## src/rtl/trap_ctrl_if.sv

```systemverilog
// Bundle between the MEM stage / interrupt lines and the CSR file as seen by trap_ctrl.
// slave is the trap_ctrl side; master drives the pipeline and CSR-side inputs.
interface trap_ctrl_if;
  logic        mem_valid;
  logic [31:0] mem_pc;
  logic [5:0]  mem_exc;
  logic        mem_ecall;
  logic        mem_mret;
  logic        mem_read;
  logic        mem_write;
  logic [1:0]  mem_size;
  logic [31:0] mem_addr;
  logic        mstatus_mie;
  logic [31:0] mie;
  logic        irq_ext;
  logic        irq_timer;
  logic        irq_soft;
  logic        csr_branch_signal;
  logic [31:0] trap_pc;
  logic [5:0]  trap_id;
  logic        trap_ecall;
  logic        trap_mret;
  logic        commit_kill;
  logic        flush;
  logic [31:0] irq_pending;
  logic        busy;
  logic        redirect_err;

  modport slave (
    input  mem_valid, mem_pc, mem_exc, mem_ecall, mem_mret, mem_read, mem_write,
           mem_size, mem_addr, mstatus_mie, mie, irq_ext, irq_timer, irq_soft,
           csr_branch_signal,
    output trap_pc, trap_id, trap_ecall, trap_mret, commit_kill, flush,
           irq_pending, busy, redirect_err
  );

  modport master (
    output mem_valid, mem_pc, mem_exc, mem_ecall, mem_mret, mem_read, mem_write,
           mem_size, mem_addr, mstatus_mie, mie, irq_ext, irq_timer, irq_soft,
           csr_branch_signal,
    input  trap_pc, trap_id, trap_ecall, trap_mret, commit_kill, flush,
           irq_pending, busy, redirect_err
  );
endinterface

```

## src/rtl/trap_ctrl.sv

```systemverilog
// Commit-point trap arbiter: merges pipeline exceptions, MEM-stage misalignment and
// synchronised machine interrupts into one trap/ecall/mret event for the CSR file.
module trap_ctrl #(
  parameter int unsigned SYNC_STAGES  = 2,
  parameter int unsigned WAIT_TIMEOUT = 8
) (
  input  logic       clk,
  input  logic       rst,
  trap_ctrl_if.slave bus
);
  localparam int unsigned CW = $clog2(WAIT_TIMEOUT + 1);
  localparam logic [CW-1:0] CNT_LAST = CW'(WAIT_TIMEOUT - 1);
  localparam logic [CW-1:0] CNT_MAX  = CW'(WAIT_TIMEOUT);

  typedef enum logic [1:0] {
    S_IDLE  = 2'd0,
    S_ISSUE = 2'd1,
    S_WAIT  = 2'd2
  } state_e;

  state_e                 state_q, state_d;
  logic [CW-1:0]          cnt_q, cnt_d;
  logic                   redirect_err_q, redirect_err_d;
  logic [31:0]            trap_pc_q, trap_pc_d;
  logic [5:0]             trap_id_q, trap_id_d;
  logic                   trap_ecall_q, trap_ecall_d;
  logic                   trap_mret_q, trap_mret_d;
  logic                   commit_kill_s;
  logic                   misaligned_s;
  logic                   ext_hit_s, timer_hit_s, soft_hit_s;
  logic [SYNC_STAGES-1:0] ext_sync_q, timer_sync_q, soft_sync_q;

  // Interrupt-line synchronisers; only the last stage is ever observed
  always_ff @(posedge clk) begin
    if (rst) begin
      ext_sync_q   <= '0;
      timer_sync_q <= '0;
      soft_sync_q  <= '0;
    end else begin
      ext_sync_q   <= {ext_sync_q[SYNC_STAGES-2:0], bus.irq_ext};
      timer_sync_q <= {timer_sync_q[SYNC_STAGES-2:0], bus.irq_timer};
      soft_sync_q  <= {soft_sync_q[SYNC_STAGES-2:0], bus.irq_soft};
    end
  end

  assign ext_hit_s   = bus.mstatus_mie & ext_sync_q[SYNC_STAGES-1]   & bus.mie[11];
  assign timer_hit_s = bus.mstatus_mie & timer_sync_q[SYNC_STAGES-1] & bus.mie[7];
  assign soft_hit_s  = bus.mstatus_mie & soft_sync_q[SYNC_STAGES-1]  & bus.mie[3];

  // Data-address alignment check; size 11 is handled like a word access
  always_comb begin
    misaligned_s = 1'b0;
    case (bus.mem_size)
      2'b00:   misaligned_s = 1'b0;
      2'b01:   misaligned_s = bus.mem_addr[0];
      default: misaligned_s = (bus.mem_addr[1:0] != 2'b00);
    endcase
  end

  // Event selection, next-state and WAIT timeout bookkeeping
  always_comb begin
    state_d        = state_q;
    cnt_d          = cnt_q;
    redirect_err_d = redirect_err_q;
    trap_pc_d      = 32'h0000_0000;
    trap_id_d      = 6'd0;
    trap_ecall_d   = 1'b0;
    trap_mret_d    = 1'b0;
    commit_kill_s  = 1'b0;
    case (state_q)
      S_IDLE: begin
        if (bus.mem_valid) begin
          if (ext_hit_s | soft_hit_s | timer_hit_s) begin
            state_d       = S_ISSUE;
            commit_kill_s = 1'b1;
            trap_pc_d     = bus.mem_pc;
            if (ext_hit_s) begin
              trap_id_d = 6'h2B;
            end else if (soft_hit_s) begin
              trap_id_d = 6'h23;
            end else begin
              trap_id_d = 6'h27;
            end
          end else if (bus.mem_exc != 6'd0) begin
            state_d       = S_ISSUE;
            commit_kill_s = 1'b1;
            trap_pc_d     = bus.mem_pc;
            trap_id_d     = bus.mem_exc;
          end else if (bus.mem_ecall) begin
            state_d       = S_ISSUE;
            commit_kill_s = 1'b1;
            trap_pc_d     = bus.mem_pc;
            trap_ecall_d  = 1'b1;
          end else if (misaligned_s & (bus.mem_read | bus.mem_write)) begin
            state_d       = S_ISSUE;
            commit_kill_s = 1'b1;
            trap_pc_d     = bus.mem_pc;
            trap_id_d     = bus.mem_write ? 6'd6 : 6'd4;
          end else if (bus.mem_mret) begin
            state_d     = S_ISSUE;
            trap_pc_d   = bus.mem_pc;
            trap_mret_d = 1'b1;
          end else begin
            state_d = S_IDLE;
          end
        end else begin
          state_d = S_IDLE;
        end
      end
      S_ISSUE: begin
        state_d = S_WAIT;
        cnt_d   = '0;
      end
      S_WAIT: begin
        if (bus.csr_branch_signal) begin
          state_d = S_IDLE;
        end else if (cnt_q == CNT_LAST) begin
          state_d        = S_IDLE;
          redirect_err_d = 1'b1;
        end else if (cnt_q != CNT_MAX) begin
          cnt_d = cnt_q + {{(CW-1){1'b0}}, 1'b1};
        end else begin
          cnt_d = cnt_q;
        end
      end
      default: begin
        state_d = S_IDLE;
      end
    endcase
  end

  // State, counter and registered trap outputs
  always_ff @(posedge clk) begin
    if (rst) begin
      state_q        <= S_IDLE;
      cnt_q          <= '0;
      redirect_err_q <= 1'b0;
      trap_pc_q      <= 32'h0000_0000;
      trap_id_q      <= 6'd0;
      trap_ecall_q   <= 1'b0;
      trap_mret_q    <= 1'b0;
    end else begin
      state_q        <= state_d;
      cnt_q          <= cnt_d;
      redirect_err_q <= redirect_err_d;
      trap_pc_q      <= trap_pc_d;
      trap_id_q      <= trap_id_d;
      trap_ecall_q   <= trap_ecall_d;
      trap_mret_q    <= trap_mret_d;
    end
  end

  assign bus.trap_pc      = trap_pc_q;
  assign bus.trap_id      = trap_id_q;
  assign bus.trap_ecall   = trap_ecall_q;
  assign bus.trap_mret    = trap_mret_q;
  assign bus.commit_kill  = commit_kill_s;
  assign bus.flush        = (state_q != S_IDLE);
  assign bus.busy         = (state_q != S_IDLE);
  assign bus.redirect_err = redirect_err_q;
  assign bus.irq_pending  = {20'h0_0000, ext_sync_q[SYNC_STAGES-1], 3'b000,
                             timer_sync_q[SYNC_STAGES-1], 3'b000,
                             soft_sync_q[SYNC_STAGES-1], 3'b000};
endmodule

```

## src/flat_wrapper.sv

```systemverilog
// flat-port wrapper written by rule: the top's interface ports become plain ports
module trap_ctrl_flat 
#(
  parameter int unsigned SYNC_STAGES  = 2,
  parameter int unsigned WAIT_TIMEOUT = 8
)
  (clk, rst, bus_mem_valid, bus_mem_pc, bus_mem_exc, bus_mem_ecall, bus_mem_mret, bus_mem_read, bus_mem_write, bus_mem_size, bus_mem_addr, bus_mstatus_mie, bus_mie, bus_irq_ext, bus_irq_timer, bus_irq_soft, bus_csr_branch_signal, bus_trap_pc, bus_trap_id, bus_trap_ecall, bus_trap_mret, bus_commit_kill, bus_flush, bus_irq_pending, bus_busy, bus_redirect_err);
  trap_ctrl_if bus_i ();
  input  logic clk;
  input  logic rst;
  input wire logic [$bits(bus_i.mem_valid)-1:0] bus_mem_valid;
  input wire logic [$bits(bus_i.mem_pc)-1:0] bus_mem_pc;
  input wire logic [$bits(bus_i.mem_exc)-1:0] bus_mem_exc;
  input wire logic [$bits(bus_i.mem_ecall)-1:0] bus_mem_ecall;
  input wire logic [$bits(bus_i.mem_mret)-1:0] bus_mem_mret;
  input wire logic [$bits(bus_i.mem_read)-1:0] bus_mem_read;
  input wire logic [$bits(bus_i.mem_write)-1:0] bus_mem_write;
  input wire logic [$bits(bus_i.mem_size)-1:0] bus_mem_size;
  input wire logic [$bits(bus_i.mem_addr)-1:0] bus_mem_addr;
  input wire logic [$bits(bus_i.mstatus_mie)-1:0] bus_mstatus_mie;
  input wire logic [$bits(bus_i.mie)-1:0] bus_mie;
  input wire logic [$bits(bus_i.irq_ext)-1:0] bus_irq_ext;
  input wire logic [$bits(bus_i.irq_timer)-1:0] bus_irq_timer;
  input wire logic [$bits(bus_i.irq_soft)-1:0] bus_irq_soft;
  input wire logic [$bits(bus_i.csr_branch_signal)-1:0] bus_csr_branch_signal;
  output wire logic [$bits(bus_i.trap_pc)-1:0] bus_trap_pc;
  output wire logic [$bits(bus_i.trap_id)-1:0] bus_trap_id;
  output wire logic [$bits(bus_i.trap_ecall)-1:0] bus_trap_ecall;
  output wire logic [$bits(bus_i.trap_mret)-1:0] bus_trap_mret;
  output wire logic [$bits(bus_i.commit_kill)-1:0] bus_commit_kill;
  output wire logic [$bits(bus_i.flush)-1:0] bus_flush;
  output wire logic [$bits(bus_i.irq_pending)-1:0] bus_irq_pending;
  output wire logic [$bits(bus_i.busy)-1:0] bus_busy;
  output wire logic [$bits(bus_i.redirect_err)-1:0] bus_redirect_err;
  assign bus_i.mem_valid = bus_mem_valid;
  assign bus_i.mem_pc = bus_mem_pc;
  assign bus_i.mem_exc = bus_mem_exc;
  assign bus_i.mem_ecall = bus_mem_ecall;
  assign bus_i.mem_mret = bus_mem_mret;
  assign bus_i.mem_read = bus_mem_read;
  assign bus_i.mem_write = bus_mem_write;
  assign bus_i.mem_size = bus_mem_size;
  assign bus_i.mem_addr = bus_mem_addr;
  assign bus_i.mstatus_mie = bus_mstatus_mie;
  assign bus_i.mie = bus_mie;
  assign bus_i.irq_ext = bus_irq_ext;
  assign bus_i.irq_timer = bus_irq_timer;
  assign bus_i.irq_soft = bus_irq_soft;
  assign bus_i.csr_branch_signal = bus_csr_branch_signal;
  assign bus_trap_pc = bus_i.trap_pc;
  assign bus_trap_id = bus_i.trap_id;
  assign bus_trap_ecall = bus_i.trap_ecall;
  assign bus_trap_mret = bus_i.trap_mret;
  assign bus_commit_kill = bus_i.commit_kill;
  assign bus_flush = bus_i.flush;
  assign bus_irq_pending = bus_i.irq_pending;
  assign bus_busy = bus_i.busy;
  assign bus_redirect_err = bus_i.redirect_err;
  trap_ctrl #(.SYNC_STAGES(SYNC_STAGES), .WAIT_TIMEOUT(WAIT_TIMEOUT)) u_core (.clk(clk), .rst(rst), .bus(bus_i));
endmodule
```

## config.mk

```make
export PLATFORM = sky130hd
export DESIGN_NAME = trap_ctrl_flat
export DESIGN_NICKNAME = d
export VERILOG_FILES = /design/src/rtl/trap_ctrl_if.sv /design/src/rtl/trap_ctrl.sv /design/src/flat_wrapper.sv
export SDC_FILE = /design/constraint.sdc
export NUM_CORES = 1
export LEC_CHECK = 0
export BUFFER_PORTS_ARGS = -buffer_cell sky130_fd_sc_hd__buf_2
export CELL_PAD_IN_SITES_DETAIL_PLACEMENT = 0
export CELL_PAD_IN_SITES_GLOBAL_PLACEMENT = 1
export CORE_AREA = 2 2 90 92
export CTS_CLUSTER_DIAMETER = 150
export DETAILED_ROUTE_END_ITERATION = 6
export DIE_AREA = 0 0 92 94
export PLACE_DENSITY = 0.91
export SLEW_MARGIN = 10
export SYNTH_ARGS = -nofsm -noshare
export SYNTH_HDL_FRONTEND = slang
export SYNTH_SLANG_ARGS = --single-unit
export TNS_END_PERCENT = 1
```

## constraint.sdc

```tcl
create_clock -name clk -period 3.9 [get_ports clk]
set_input_delay 0.195 -clock clk [delete_from_list [all_inputs] [get_ports clk]]
set_output_delay 0.195 -clock clk [all_outputs]
set_load 0.005 [all_outputs]
```

Word level (Yosys, flattened, before mapping):

Cells that the tools add are included.

* bits in registers: 53
* output and inout port bits: 76
* logic and storage cells: 78

* add/sub/neg operators: 1
* eq/ne operators: 9
* muxes and demuxes: 34
* bitwise operators: 13
* reduce and logical (&&, ||, !) cells: 11

Operators with widths (count)
* $mux W32: 5
* $mux W6: 5
* $mux W2: 8
* $mux W4: 3
* $mux W1: 9
* $pmux W4 S2: 1
* $and A1 B1 Y1: 7
* $reduce_or A7 Y1: 1
* $pmux W2 S3: 1
* $reduce_bool A2 Y1: 3
* $reduce_bool A6 Y1: 1
* $reduce_or A5 Y1: 1
* $add A4 B1 Y4 const B: 1
* $eq A2 B1 Y1 const B: 2
* $eq A4 B3 Y1 const B: 1
* $logic_not A2 Y1: 2
* $ne A2 B2 Y1 const B: 2
* $ne A4 B4 Y1 const B: 1
* $reduce_and A4 Y1: 1
* $mux W3: 1
* $ne A3 B2 Y1 const B: 1
* $not A1 Y1: 3
* $or A1 B1 Y1: 3
* $reduce_and A3 Y1: 1
* 4 further kinds: 4

Longest topological paths before layout:

Gate-level depths: netlist (run 1).

* depth in word-level cells: 9
* mapped depth: 6
* depth with buffers taken out: 6

Worst setup path after synthesis (run 1):

No wires, ideal clock.

* kind: input port to flip-flop
* start: in bus_mem_exc[2]
* end: reg u_core.trap_pc_q[10], in the netlist u_core.bus.trap_pc[10]
* setup time: 0.113 ns
* arrival: 1.824 ns
* data required time: 3.787 ns
* slack: 1.963 ns
* cell stages on the path: 5
* path through: or4_4 -> or4_4 -> o41a_4 -> buf_6 -> and2_4

* longest elaborated chain between the ends: 3

RTL lines
* from (decl): line flat_wrapper.sv:13 `input wire logic [$bits(bus_i.mem_exc)-1:0] bus_mem_exc;`
* $reduce_bool A6 Y1: line trap_ctrl.sv:84 `end else if (bus.mem_exc != 6'd0) begin`
* $mux W32: line trap_ctrl.sv:84
* $mux W32: line trap_ctrl.sv:73 `if (ext_hit_s | soft_hit_s | timer_hit_s) begin`
* to (signal assigned): line trap_ctrl.sv:146 `trap_pc_q <= trap_pc_d;`
* to (decl): line trap_ctrl.sv:24 `logic [31:0] trap_pc_q, trap_pc_d;`

Every way passes these cells.
A chain may end at the register's enable or synchronous reset.

Final worst setup path (run 1):

* start: in bus_mem_exc[2]
* end: out bus_commit_kill

* longest elaborated chain between the ends: 5

RTL lines
* $reduce_bool A6 Y1: line trap_ctrl.sv:84
* $mux W1: line trap_ctrl.sv:84
* $mux W1: line trap_ctrl.sv:73
* $mux W1: line trap_ctrl.sv:72 `if (bus.mem_valid) begin`
* $mux W1: line trap_ctrl.sv:70 `case (state_q)`
* to (decl): line flat_wrapper.sv:30 `output wire logic [$bits(bus_i.commit_kill)-1:0] bus_commit_kill;`

Every way passes these cells.

==> impl_metrics.tcl, run 1 <==
set metrics [dict create \
    postLayoutCoreUtil_pct 34.70 \
    worst_pin_slew_ns 0.5721 \
    stdcell_count 393 \
    clkPwrFrac_pct 39.5 \
    diodes 0 \
    ys_types 34 \
    post_cts.repair.setup_buffers 0 \
    hp-class "in -> reg" \
    drt-vias-per-instance 3.845 \
    drc 0 \
    synth_top_area_share_pct 51.93 \
    crit_start "bus_mem_exc[2]" \
    cts_sinks 53 \
    status "complete, no violations" \
    drt_iter0_markers 23 \
    core_area_um2 7607 \
    p_int_mw 0.8800 \
    ys_ff_latch 53 \
    drv_slew 0 \
    gp_congestion 0.6790 \
    path_class "in -> out" \
    grtUsageTotal_pct 8.975 \
    vias 1511 \
    start_util_pct 26.86 \
    synthFlopType "dfxtp_1" \
    synth_edf_count 0 \
    max_slew_margin_pct 61.78 \
    wirelength_um 4195 \
    cts_tree "yes" \
    endpoint_kind "output pin" \
    yosysMostFrequentCell "dfxtp_1" \
    setup_ws_ns 2.042 \
    area_growth_pct 29.21 \
    rsz0062_at_grt "no" \
    syn_inst 190 \
    final.setup_skew_ns 0.008170 \
    avgSynthCellArea_um2 10.75 \
    grt_pass1_wl_um 6196 \
    switching_share_pct 21.50 \
    grt_start_max_net_pins 34 \
    r2r_start "u_core.state_q[1]" \
    ys_seq_area_share_pct 51.93 \
    vdd_drop_max_mv 0.1649 \
    finalHoldViolCount 0 \
    min_from "bus_mem_pc[0]" \
    clock.fmax_mhz 538.2 \
    die_area_um2 8648 \
    post_cts_resized 0 \
    port_buffers 103 \
    yosysWarnings 0 \
    comb_power_share_pct 9.9 \
    num_io_pins 192 \
    synthTopCellsByCount "53 x dfxtp_1, 33 x buf_4, 29 x and2_4" \
    drt_first_pass_iters 3 \
    die_w_um 92 \
    async_flop_share_pct 0 \
    first_global_vias 1401 \
    power.switching_mw 0.2410 \
    setup_tns_ns 0 \
    ctsHoldBuffers 0 \
    worst_setup_path_start_kind "input pin" \
    synth_area_leaders "dfxtp_1 52%, and2_4 12%, buf_4 12%" \
    crit_fanout 3 \
    fillCellCount 791 \
    antenna_found_initial 0 \
    synthesis.area_um2 2043 \
    dp_cells 385 \
    cts-htree-levels 2 \
    cp.required_ns 3.70 \
    nNetsFinal 408 \
    path_clk_slew_ns 0.10 \
    sequentialPowerShare_pct 50.6 \
    drv_cap 0 \
    place_ws_ns 1.709 \
    detail_route.wl_per_cell_um 10.67 \
    cts-root-buf "clkbuf_8" \
    arrival_ns 1.66 \
    place_hpwl_um 3352 \
    fin_crit_ns 1.858 \
    antenna_left 0 \
    clock_path_buffers 2 \
    final-setup-viol-count 0 \
    powerDensity_nw_per_um2 424.6 \
    cts_buffers 5 \
    die_h_um 94 \
    insertion_delay_ns 0.30 \
    yosysTopAreaCell "dfxtp_1" \
    drive_above_1_share_pct 49.83 \
    num_rows 32 \
    gr-total-overflow 0 \
    min_period_over_period_pct 47.64 \
    power.leakage_nw 1.358 \
]
[registers in the layout, summed over array words and instances, names as in the netlist]
| register | flops |
|---|---|
| u_core.bus.redirect_err | 1 |
| u_core.bus.trap_ecall | 1 |
| u_core.bus.trap_id | 6 |
| u_core.bus.trap_mret | 1 |
| u_core.bus.trap_pc | 32 |
| u_core.cnt_q | 4 |
| u_core.ext_sync_q | 2 |
| u_core.soft_sync_q | 2 |
| u_core.state_q | 2 |
| u_core.timer_sync_q | 2 |
[cell usage in the layout (no fill, tap or decap), types with 2 or more instances in the layout]
master     instances
inv_1              4
bufinv_16          2
nor2_1            14
nor4_1             2
dfxtp_1           53
a211oi_1           2
and3_1             3
and2_1             3
conb_1            29
xnor2_1            2
nor2b_1            6
ha_1               2
and2_4            29
buf_2            103
nand2b_1           2
nor3b_1            2
nand3_1            2
clkbuf_8           5
nand2_1            5
or4_4              2
a21oi_1            5
[power groups by stage]
stage | Sequential (mW) | Clock [mW] | Combinational (mW)
2_1_floorplan | 0.583 | 0 | 0.0782
3_3_place_gp | 0.580 | 0 | 0.110
3_5_place_dp | 0.581 | 0 | 0.112
4_1_cts | 0.568 | 0.461 | 0.112
5_1_grt | 0.570 | 0.483 | 0.124
6_report | 0.568 | 0.443 | 0.111
[cell type report]
class                           instances  area (um2)  share of cell area, %
Clock inverter                          3       68.82                  2.607
Timing Repair Buffer                  103       515.5                  19.53
Sequential cell                        53        1061                  40.19
Tap cell                              102       127.6                  4.834
Inverter                                4       15.01                 0.5687
Multi-Input combinational cell        123       783.3                  29.67
Clock buffer                            5       68.82                  2.607
[worst paths after layout]
| kind | to | slack [ns] | cells after the start |
|---|---|---|---|
| min | u_core.bus.trap_pc[0] | 0.08 | 2 |
| min reg2reg | u_core.soft_sync_q[1] | 0.45 | 1 |
| max reg2reg | u_core.cnt_q[2] | 2.07 | 4 |
| max | bus_commit_kill | 2.04 | 6 |
[critical path, stage by stage]
cell,delay (ns)
buf_2,0.10
or4_4,0.54
or4_4,0.44
nor2_1,0.15
a21oi_1,0.09
buf_2,0.15
[kinds of logic after synthesis]
family,share of synthesized area (%)
compound gates,5.757
other cells,0.1835
mux,0.4899
xor+xnor,0.8575
buf+inv,14.88
fa+ha+maj,1.225
flops,51.93
simple gates,24.68
[per-stage QoR]
step,cell area (um2),power (mW),hold slack [ns]
after floorplan,2148,0.6611,0.2946
after global placement,2502,0.6896,0.3964
after detailed placement,2502,0.6925,0.4002
after CTS,2640,1.141,0.06840
after global routing,2640,1.177,0.06483
final,2640,1.121,0.08360
[layer usage]
metal	routed length [um]	GRT usage, %
met4	43	2.612
met1	1712	10.38
met5	0	0
met2	2086	15.50
met3	352	3.371
Note: power is estimated with default switching activity, not from simulation.
==> inputs of run 2 (changes only) <==
--- a/config.mk
+++ b/config.mk
@@ -8,11 +8,11 @@
 export BUFFER_PORTS_ARGS = -buffer_cell sky130_fd_sc_hd__buf_2
 export CELL_PAD_IN_SITES_DETAIL_PLACEMENT = 0
 export CELL_PAD_IN_SITES_GLOBAL_PLACEMENT = 1
-export CORE_AREA = 2 2 90 92
+export CORE_AREA = 2 2 94 96
 export CTS_CLUSTER_DIAMETER = 150
 export DETAILED_ROUTE_END_ITERATION = 6
-export DIE_AREA = 0 0 92 94
-export PLACE_DENSITY = 0.91
+export DIE_AREA = 0 0 96 98
+export PLACE_DENSITY = 0.85
 export SLEW_MARGIN = 10
 export SYNTH_ARGS = -nofsm -noshare
 export SYNTH_HDL_FRONTEND = slang
==> constraint.sdc (replaced) <==
create_clock -name clk -period 1.9 [get_ports clk]
set_input_delay 0.095 -clock clk [delete_from_list [all_inputs] [get_ports clk]]
set_output_delay 0.095 -clock clk [all_outputs]
set_load 0.005 [all_outputs]
==> impl_metrics.tcl, run 2 (synthesized netlist as in run 1, its figures left out) <==
set metrics [dict create \
    drt_iter0_markers 51 \
    grt_start_max_net_pins 34 \
    gp_congestion 0.6945 \
    rr_worst_depth 4 \
    cts_buffers 5 \
    place_area_um2 2555 \
    antenna_found_initial 0 \
    finalHoldViolCount 0 \
    cts-root-buf "clkbuf_8" \
    area_growth_pct 46.36 \
    diodes 0 \
    fin_crit_ns 1.774 \
    drc 0 \
    insertion_delay_ns 0.30 \
    layout_commonest_cell "buf_2" \
    setup_ws_ns 0.1256 \
    die_area_um2 9408 \
    endpoint_kind "flop" \
    die_h_um 98 \
    wirelength_um 4618 \
    cts-htree-levels 2 \
    cp.required_ns 2.10 \
    nNetsFinal 448 \
    powerDensity_nw_per_um2 708.9 \
    grtUsageTotal_pct 9.248 \
    clock.fmax_mhz 563.6 \
    first_global_vias 1640 \
    stdcell_area_um2 2990 \
    min_from "bus_mstatus_mie" \
    min_period_over_period_pct 93.39 \
    port_buffers 103 \
    hp-class "in -> reg" \
    grt_pass1_wl_um 6913 \
    vias 1658 \
    vdd_drop_max_mv 0.3061 \
    final-setup-viol-count 0 \
    drt-vias-per-instance 3.777 \
    drt_first_pass_iters 2 \
    detail_route.wl_per_cell_um 10.52 \
    final.setup_skew_ns 0.008296 \
    num_rows 34 \
    layout_common_cells "103 x buf_2, 53 x dfxtp_1, 34 x dlygate4sd3_1" \
    start_util_pct 24.14 \
    die_w_um 96 \
    total_power_mw 2.120 \
    num_io_pins 192 \
    power.leakage_nw 1.504 \
    place_ws_ns -0.1598 \
    core_area_um2 8466 \
    crit_fanout 33 \
    antenna_left 0 \
    r2r_start "u_core.ext_sync_q[1]" \
    clock_path_buffers 2 \
    drv_slew 0 \
    cts_tree "yes" \
    largest_reg_flops 32 \
    worst_setup_path_start_kind "flop" \
    hold_depth 2 \
    rrSetupSlack_ns 0.13 \
    arrival_ns 1.98 \
    place_hpwl_um 3325 \
    path_clk_slew_ns 0.11 \
    r2r-end "u_core.bus.trap_pc[0]" \
    drive_above_1_share_pct 45.62 \
    cts_sinks 53 \
    status "complete, no violations" \
    rsz0062_at_grt "no" \
    drv_cap 0 \
    path_class "reg -> reg" \
    min_to "u_core.bus.trap_id[2]" \
    gr-total-overflow 0 \
]
run 2: area by class of cell:
class / instances / area [um2]
Fill cell: 873 / 5475
Sequential cell: 53 / 1061
Timing Repair Buffer: 143 / 900.9
Multi-Input combinational cell: 123 / 783.3
Tap cell: 108 / 135.1
Clock buffer: 5 / 68.82
Clock inverter: 3 / 26.28
Inverter: 4 / 15.01
run 2: per-stage QoR:
stage	instances	util (%)	hold WS [ns]	TNS (ns)
after floorplan	218	-	0.1946	0
after global placement	397	30.18	0.2981	-4.302
after detailed placement	397	30.18	0.3020	-4.850
after CTS	439	35.32	0.007529	0
after global routing	439	35.32	0.01700	0
final	439	35.32	0.02314	0
run 2: power breakdown:
group | total, mW | switching (mW) | internal (mW) | leakage [nW]
combinational | 0.291 | 0.116 | 0.174 | 1.03
sequential | 1.17 | 0.0126 | 1.15 | 0.433
clock | 0.663 | 0.394 | 0.269 | 0.0423
total | 2.12 | 0.523 | 1.60 | 1.50
run 2: worst max-delay path by stage:
stage / from / endpoint / cells past startpoint
final: u_core.ext_sync_q[1] / u_core.bus.trap_pc[0] / 4
after global routing: u_core.ext_sync_q[1] / u_core.bus.trap_pc[19] / 4
after CTS: u_core.ext_sync_q[1] / u_core.bus.trap_pc[28] / 4
after detailed placement: bus_mem_exc[2] / u_core.bus.trap_pc[0] / 5
after global placement: bus_mem_exc[2] / u_core.bus.trap_pc[29] / 5
after floorplan: bus_mem_exc[2] / u_core.bus.trap_pc[10] / 5
run 2: layer usage:
layer | share of wire (%) | vias to the layer above | global-route usage [%]
met5 | 0 | - | 0
met4 | 1.6 | 0 | 2.527
met3 | 8.4 | 9 | 2.932
met2 | 50 | 73 | 17.15
met1 | 40 | 748 | 9.810
li1 | - | 828 | -
run 2: what timing repair did:
item                       CTS  global route
resized for setup            0             0
buffers inserted             0             0
hold buffers                34             0
hold endpoints to repair    34             0
setup endpoints to repair    0             0
run 2: worst max-delay path, stage by stage (launching register included):
cell,delay (ns)
dfxtp_1,0.34
a22o_1,0.24
a21o_1,0.21
o41a_4,0.64
and2_1,0.23
